### config.mk
export PLATFORM = sky130hd
export DESIGN_NAME = seven_seg_scan_driver
export DESIGN_NICKNAME = d
export VERILOG_FILES = /design/src/rtl/seven_seg_scan_driver.sv
export SDC_FILE = /design/constraint.sdc
export NUM_CORES = 1
export LEC_CHECK = 0
export CORE_UTILIZATION = 52
export CTS_CLUSTER_SIZE = 10
export DETAILED_ROUTE_END_ITERATION = 10
export GPL_TIMING_DRIVEN = 0
export PLACE_DENSITY = 0.85
export SKIP_LAST_GASP = 1
export SLEW_MARGIN = 20
export SYNTH_ARGS = -nofsm -noshare
export SYNTH_HDL_FRONTEND = slang
export SYNTH_SLANG_ARGS = --single-unit
export TNS_END_PERCENT = 5
### constraint.sdc
create_clock -name clk -period 3 [get_ports clk]
set_clock_uncertainty 0.15 [all_clocks]
set_input_delay 0.6 -clock clk [delete_from_list [all_inputs] [get_ports clk]]
set_output_delay 0.6 -clock clk [all_outputs]
set_load 0.01 [all_outputs]
### src/rtl/seven_seg_scan_driver.sv
// Purpose: time-multiplexes NUM_DIGITS hex digits onto a common-anode 7-segment display, scan strobe = dividedClk edge.
// Latency: strobe edge at clk n -> all anodes dark at n+1 -> next digit lit at n+1+BLANK_CYCLES; outputs registered.
// Backpressure: none; strobes arriving during the blank gap restart it (no queuing), enable=0 darkens on the next clk.
// Optional feature: define LEADING_ZERO_BLANK_EN to suppress leading zero digits at each frame snapshot.
module seven_seg_scan_driver #(
    parameter int NUM_DIGITS   = 8,
    parameter int BLANK_CYCLES = 4
) (
    input  logic                    clk,
    input  logic                    reset,
    input  logic                    enable,
    input  logic                    dividedClk,
    input  logic [4*NUM_DIGITS-1:0] value,
    input  logic [NUM_DIGITS-1:0]   dpIn,
    input  logic [NUM_DIGITS-1:0]   digitMask,
    output logic [NUM_DIGITS-1:0]   anode,
    output logic [6:0]              seg,
    output logic                    dp
);

    localparam int IDX_W = (NUM_DIGITS > 1) ? $clog2(NUM_DIGITS) : 1;
    localparam int CNT_W = (BLANK_CYCLES > 1) ? $clog2(BLANK_CYCLES) : 1;
    localparam logic [IDX_W-1:0] LAST_IDX = IDX_W'(NUM_DIGITS - 1);
    // Counter runs BLANK_CYCLES-1 down to 0, giving exactly BLANK_CYCLES dark cycles.
    localparam logic [CNT_W-1:0] CNT_LOAD = CNT_W'(BLANK_CYCLES - 1);

    typedef enum logic [1:0] {
        IDLE  = 2'd0,
        BLANK = 2'd1,
        DRIVE = 2'd2
    } scanState_t;

    scanState_t              state;
    scanState_t              stateNext;
    logic [IDX_W-1:0]        idx;
    logic [IDX_W-1:0]        idxNext;
    logic [CNT_W-1:0]        blankCnt;
    logic [CNT_W-1:0]        blankCntNext;
    logic                    prevTick;
    logic                    advance;
    logic                    takeSnap;

    logic [4*NUM_DIGITS-1:0] valueSnap;
    logic [NUM_DIGITS-1:0]   dpSnap;
    logic [NUM_DIGITS-1:0]   maskSnap;
    logic [NUM_DIGITS-1:0]   maskCapture;

    logic [3:0]              curNibble;
    logic                    curShown;

    // Active-low {g,f,e,d,c,b,a} encoding of one hex nibble.
    function automatic logic [6:0] hexToSeg(input logic [3:0] nib);
        logic [6:0] s;
        case (nib)
            4'h0:    s = 7'h40;
            4'h1:    s = 7'h79;
            4'h2:    s = 7'h24;
            4'h3:    s = 7'h30;
            4'h4:    s = 7'h19;
            4'h5:    s = 7'h12;
            4'h6:    s = 7'h02;
            4'h7:    s = 7'h78;
            4'h8:    s = 7'h00;
            4'h9:    s = 7'h10;
            4'hA:    s = 7'h08;
            4'hB:    s = 7'h03;
            4'hC:    s = 7'h46;
            4'hD:    s = 7'h21;
            4'hE:    s = 7'h06;
            default: s = 7'h0E;
        endcase
        return s;
    endfunction

    // Rising-edge detect so a strobe held high advances exactly once.
    assign advance = dividedClk & ~prevTick;

    // Strobe history register.
    always_ff @(posedge clk or posedge reset) begin
        if (reset) begin
            prevTick <= 1'b0;
        end else begin
            prevTick <= dividedClk;
        end
    end

`ifdef LEADING_ZERO_BLANK_EN
    logic [NUM_DIGITS:0]   nzAtOrAbove;
    logic [NUM_DIGITS-1:0] lzKeep;

    // A digit is kept when it or any higher nibble is nonzero; digit 0 is always kept so zero reads "0".
    always_comb begin
        nzAtOrAbove             = '0;
        lzKeep                  = '0;
        nzAtOrAbove[NUM_DIGITS] = 1'b0;
        for (int i = NUM_DIGITS - 1; i >= 0; i--) begin
            nzAtOrAbove[i] = nzAtOrAbove[i+1] | (value[4*i +: 4] != 4'h0);
            lzKeep[i]      = nzAtOrAbove[i] | (i == 0);
        end
        maskCapture = digitMask & lzKeep;
    end
`else
    assign maskCapture = digitMask;
`endif

    // Scan FSM next-state: IDLE -> BLANK -> DRIVE, any strobe forces a fresh BLANK gap on the next digit.
    always_comb begin
        stateNext    = state;
        idxNext      = idx;
        blankCntNext = blankCnt;
        takeSnap     = 1'b0;
        if (!enable) begin
            stateNext = IDLE;
            idxNext   = '0;
        end else begin
            case (state)
                IDLE: begin
                    stateNext    = BLANK;
                    idxNext      = '0;
                    blankCntNext = CNT_LOAD;
                    takeSnap     = 1'b1;
                end
                BLANK, DRIVE: begin
                    if (advance) begin
                        stateNext    = BLANK;
                        blankCntNext = CNT_LOAD;
                        if (idx == LAST_IDX) begin
                            // Frame boundary: the only point new inputs are taken, so frames never tear.
                            idxNext  = '0;
                            takeSnap = 1'b1;
                        end else begin
                            idxNext = idx + IDX_W'(1);
                        end
                    end else if (state == BLANK) begin
                        if (blankCnt == '0) begin
                            stateNext = DRIVE;
                        end else begin
                            blankCntNext = blankCnt - CNT_W'(1);
                        end
                    end
                end
                default: begin
                    stateNext = IDLE;
                    idxNext   = '0;
                end
            endcase
        end
    end

    // Scan FSM state, digit index and blank counter.
    always_ff @(posedge clk or posedge reset) begin
        if (reset) begin
            state    <= IDLE;
            idx      <= '0;
            blankCnt <= '0;
        end else begin
            state    <= stateNext;
            idx      <= idxNext;
            blankCnt <= blankCntNext;
        end
    end

    // Per-frame snapshot of the display contents.
    always_ff @(posedge clk or posedge reset) begin
        if (reset) begin
            valueSnap <= '0;
            dpSnap    <= '0;
            maskSnap  <= '0;
        end else if (takeSnap) begin
            valueSnap <= value;
            dpSnap    <= dpIn;
            maskSnap  <= maskCapture;
        end
    end

    assign curNibble = valueSnap[{idx, 2'b00} +: 4];
    assign curShown  = maskSnap[idx];

    // Registered outputs: lit only while driving a shown digit; a masked slot still takes its time but stays dark.
    // Gating with enable makes the display go dark on the very clk that sees enable drop.
    always_ff @(posedge clk or posedge reset) begin
        if (reset) begin
            anode <= '1;
            seg   <= 7'h7F;
            dp    <= 1'b1;
        end else begin
            anode <= '1;
            seg   <= 7'h7F;
            dp    <= 1'b1;
            if (enable && (state == DRIVE) && curShown) begin
                anode <= ~(NUM_DIGITS'(1) << idx);
                seg   <= hexToSeg(curNibble);
                dp    <= ~dpSnap[idx];
            end
        end
    end

endmodule

==> reports/results.ini <==
[worst_setup_path]
path_common_cell=nand2_1
ff2ff_setup_slack_ps=220
cp_num_buf_inv=3
end_kind=register
crit_arrival_ps=2900
path_cells=buf_4, buf_2, mux4_2, nand2_1, nand2_1, inv_1, ha_1, nor3_1, a211oi_1, o21ai_1
crit_type=reg -> reg
timing.rr.end=seg[3]$_DFF_PP1_
ff2ff_path_depth=10
crit_path_start_kind=register
critPathMaxStageDelay_ps=560
cp_slowest_cell=mux4_2
required_ps=3120
reg2reg_from=idx[1]$_DFFE_PP0P_
cp_max_fo=10
critical_path.top_delay_family=buffers and inverters

[die]
coreArea_um2=6495
ioPinCount=68
rows=29
die_height_um=85
chipWidth_um=85
fp.dieArea_um2=7225
initial_core_util_pct=55.15

[worst_hold_path]
hp-class=reg -> reg
min_from=valueSnap[1]$_DFFE_PP0P_
hold_depth=1
hold_end=valueSnap[1]$_DFFE_PP0P_

[place]
gp_congestion=0.8014
hpwl_mm=5.027
portBuffers=67

[timing]
slew_headroom_pct=71.27
max_freq_ghz=0.3603
report.final.hold_viol_count=0
min_period_over_period_pct=92.53
finalCriticalPeriod_ps=2776
maxSlewViolCount=0
worst_pin_slew_ps=426.5
setup_viol=0
rsz0062_at_grt=no

[yosys]
synth_area_um2=3582
syn_inst=263
synth_seq_cells=72
synth_warnings=0
avgSynthCellArea_um2=13.62
synth_nets=333
ys_types=37
synth_seq_area_share_pct=50.86

[grt]
overflow=0
grt_max_degree=54
grt_pass1_vias=2454
met1_usage_pct=27.69
use_met3_pct=5.837
busiest_layer=met2
use_met2_pct=37.39
grt_pass1_wl_mm=12.06
antenna_found_initial=0
track_usage_pct=22.25

[cells_and_area]
fin_util_pct=70.99
regArea_um2=1822
fin_nets=412
diodes=0
multi_input_area_um2=1597
drive_above_1_share_pct=32.85
fillers=457
area_growth_pct=28.71

[cts]
root_buffer=clkbuf_8
clock_path_buffers=2
cts-htree-levels=3
cts-resized-gates=0
clk_pin_slew_ps=70
postCtsSetupRepairBufs=0
cts_tree=built
clk_latency_ps=350
cts.sinks=72
numCtsBuffers=9
cts_hold_buf=0

[power_and_ir_drop]
p_per_area_nw_per_um2=583.6
irDropWorstVdd_mv=0.3624
p_total_w=0.002691
leakage_nw=1.988

[routing]
vias_per_cell=5.533
finalWirelength_mm=7.091
drt_first_pass_iters=5
vias=2346
antenna_left=0
drc=0
drtIter0Drc=82
wl_per_cell_um=16.72

[status]
status=finished clean

[run]
drv_cap=0

[report_power, final]
group | switching [W] | leakage (nW) | total, W | internal, W
clock network | 0.000360 | 0.113 | 0.000876 | 0.000516
logic | 0.000260 | 1.05 | 0.000622 | 0.000362
registers | 0.0000775 | 0.827 | 0.00119 | 0.00112
total | 0.000698 | 1.99 | 0.00269 | 0.00199
[cell usage in the layout, fill, tap and decap left out, types with 4 or more instances in the layout]
cell / Yosys / layout
a21oi_1: 7 / 7
dfstp_2: 16 / 16
clkbuf_8: 0 / 11
mux2_2: 31 / 31
ha_1: 18 / 18
o21ai_0: 5 / 5
dfrtp_1: 56 / 56
nor2b_1: 4 / 4
buf_2: 5 / 5
o221ai_1: 5 / 5
nand2_1: 24 / 24
mux2_4: 20 / 20
clkdlybuf4s50_1: 0 / 67
nor2_1: 8 / 8
inv_1: 12 / 11
mux4_2: 10 / 10
mux2i_1: 6 / 6
nor3_1: 7 / 7
[through the flow]
step	cell area (um2)	hold WS (ps)	std cells	setup slack, ps	TNS (ps)
after CTS	4611	359.5	424	255.6	0
final	4611	354.4	424	224.2	0
after global placement	4349	333.5	407	-632.4	-35230
after floorplan	3582	323.9	263	451.6	0
after global routing	4611	369.3	424	73.09	0
after detailed placement	4379	341.3	408	223.7	0
[flip-flops by register name (all words and copies together) (netlist names)]
register and count:
dp 1, seg 7, idx 3, prevTick 1, blankCnt 2, maskSnap 8, state 2, dpSnap 8
anode 8, valueSnap 32
[Yosys cell counts, drive strengths merged]
cell | count | area share, %
or3b | 1 | 0.31
o21ai | 6 | 0.84
a31oi | 1 | 0.17
mux2i | 7 | 2.1
or2 | 1 | 0.17
nand2 | 24 | 2.5
o22a | 1 | 0.24
nor2b | 5 | 0.94
mux4 | 10 | 6.3
dfstp | 16 | 12
nor2 | 9 | 1.0
inv | 13 | 1.4
a22oi | 1 | 0.21
or3 | 1 | 0.17
dfrtp | 56 | 39
and4 | 1 | 0.24
buf | 13 | 3.1
mux2 | 51 | 18
a22o | 1 | 0.24
ha | 18 | 6.3
o22ai | 1 | 0.35
nand2b | 2 | 0.35
a211oi | 3 | 0.63
o31ai | 1 | 0.21
clkinv | 1 | 0.10
nor3 | 7 | 0.98
o221ai | 5 | 1.2
a21oi | 7 | 0.98
[routing by layer]
| metal | wire, um | vias up | part of all wire, % |
|---|---|---|---|
| li1 | - | 1085 | - |
| met1 | 3082 | 1164 | 43 |
| met2 | 3548 | 83 | 50 |
| met3 | 324 | 14 | 4.6 |
| met4 | 136 | 0 | 1.9 |
| met5 | 0 | - | 0 |
[area by class of cell]
| cell class | instances | area share, % |
|---|---|---|
| flip-flops and latches | 72 | 39.51 |
| multi-input cells | 164 | 34.63 |
| repair buffers | 68 | 15.14 |
| clock buffers | 12 | 3.365 |
| plain buffers | 13 | 2.415 |
| well taps | 77 | 2.090 |
| clock inverters | 4 | 1.655 |
| inverters | 14 | 1.194 |
[how the worst max path moves through the flow]
stage	from	end	slack (ps)	cells past startpoint
2_1_floorplan	reset	blankCnt[0]$_DFFE_PP0P_	450	1
3_5_place_dp	dividedClk	valueSnap[30]$_DFFE_PP0P_	220	8
5_1_grt	idx[1]$_DFFE_PP0P_	seg[3]$_DFF_PP1_	70	10
3_3_place_gp	reset	valueSnap[23]$_DFFE_PP0P_	-630	2
6_report	idx[1]$_DFFE_PP0P_	seg[3]$_DFF_PP1_	220	10
4_1_cts	idx[1]$_DFFE_PP0P_	seg[3]$_DFF_PP1_	260	10
[cell families after synthesis]
kind of cell / synth area share (%)
buf+inv: 4.575
simple gates: 6.707
compound gates: 5.099
fa+ha+maj: 6.287
mux: 26.48
flops: 50.86
Note: power is estimated with default switching activity, not from simulation.
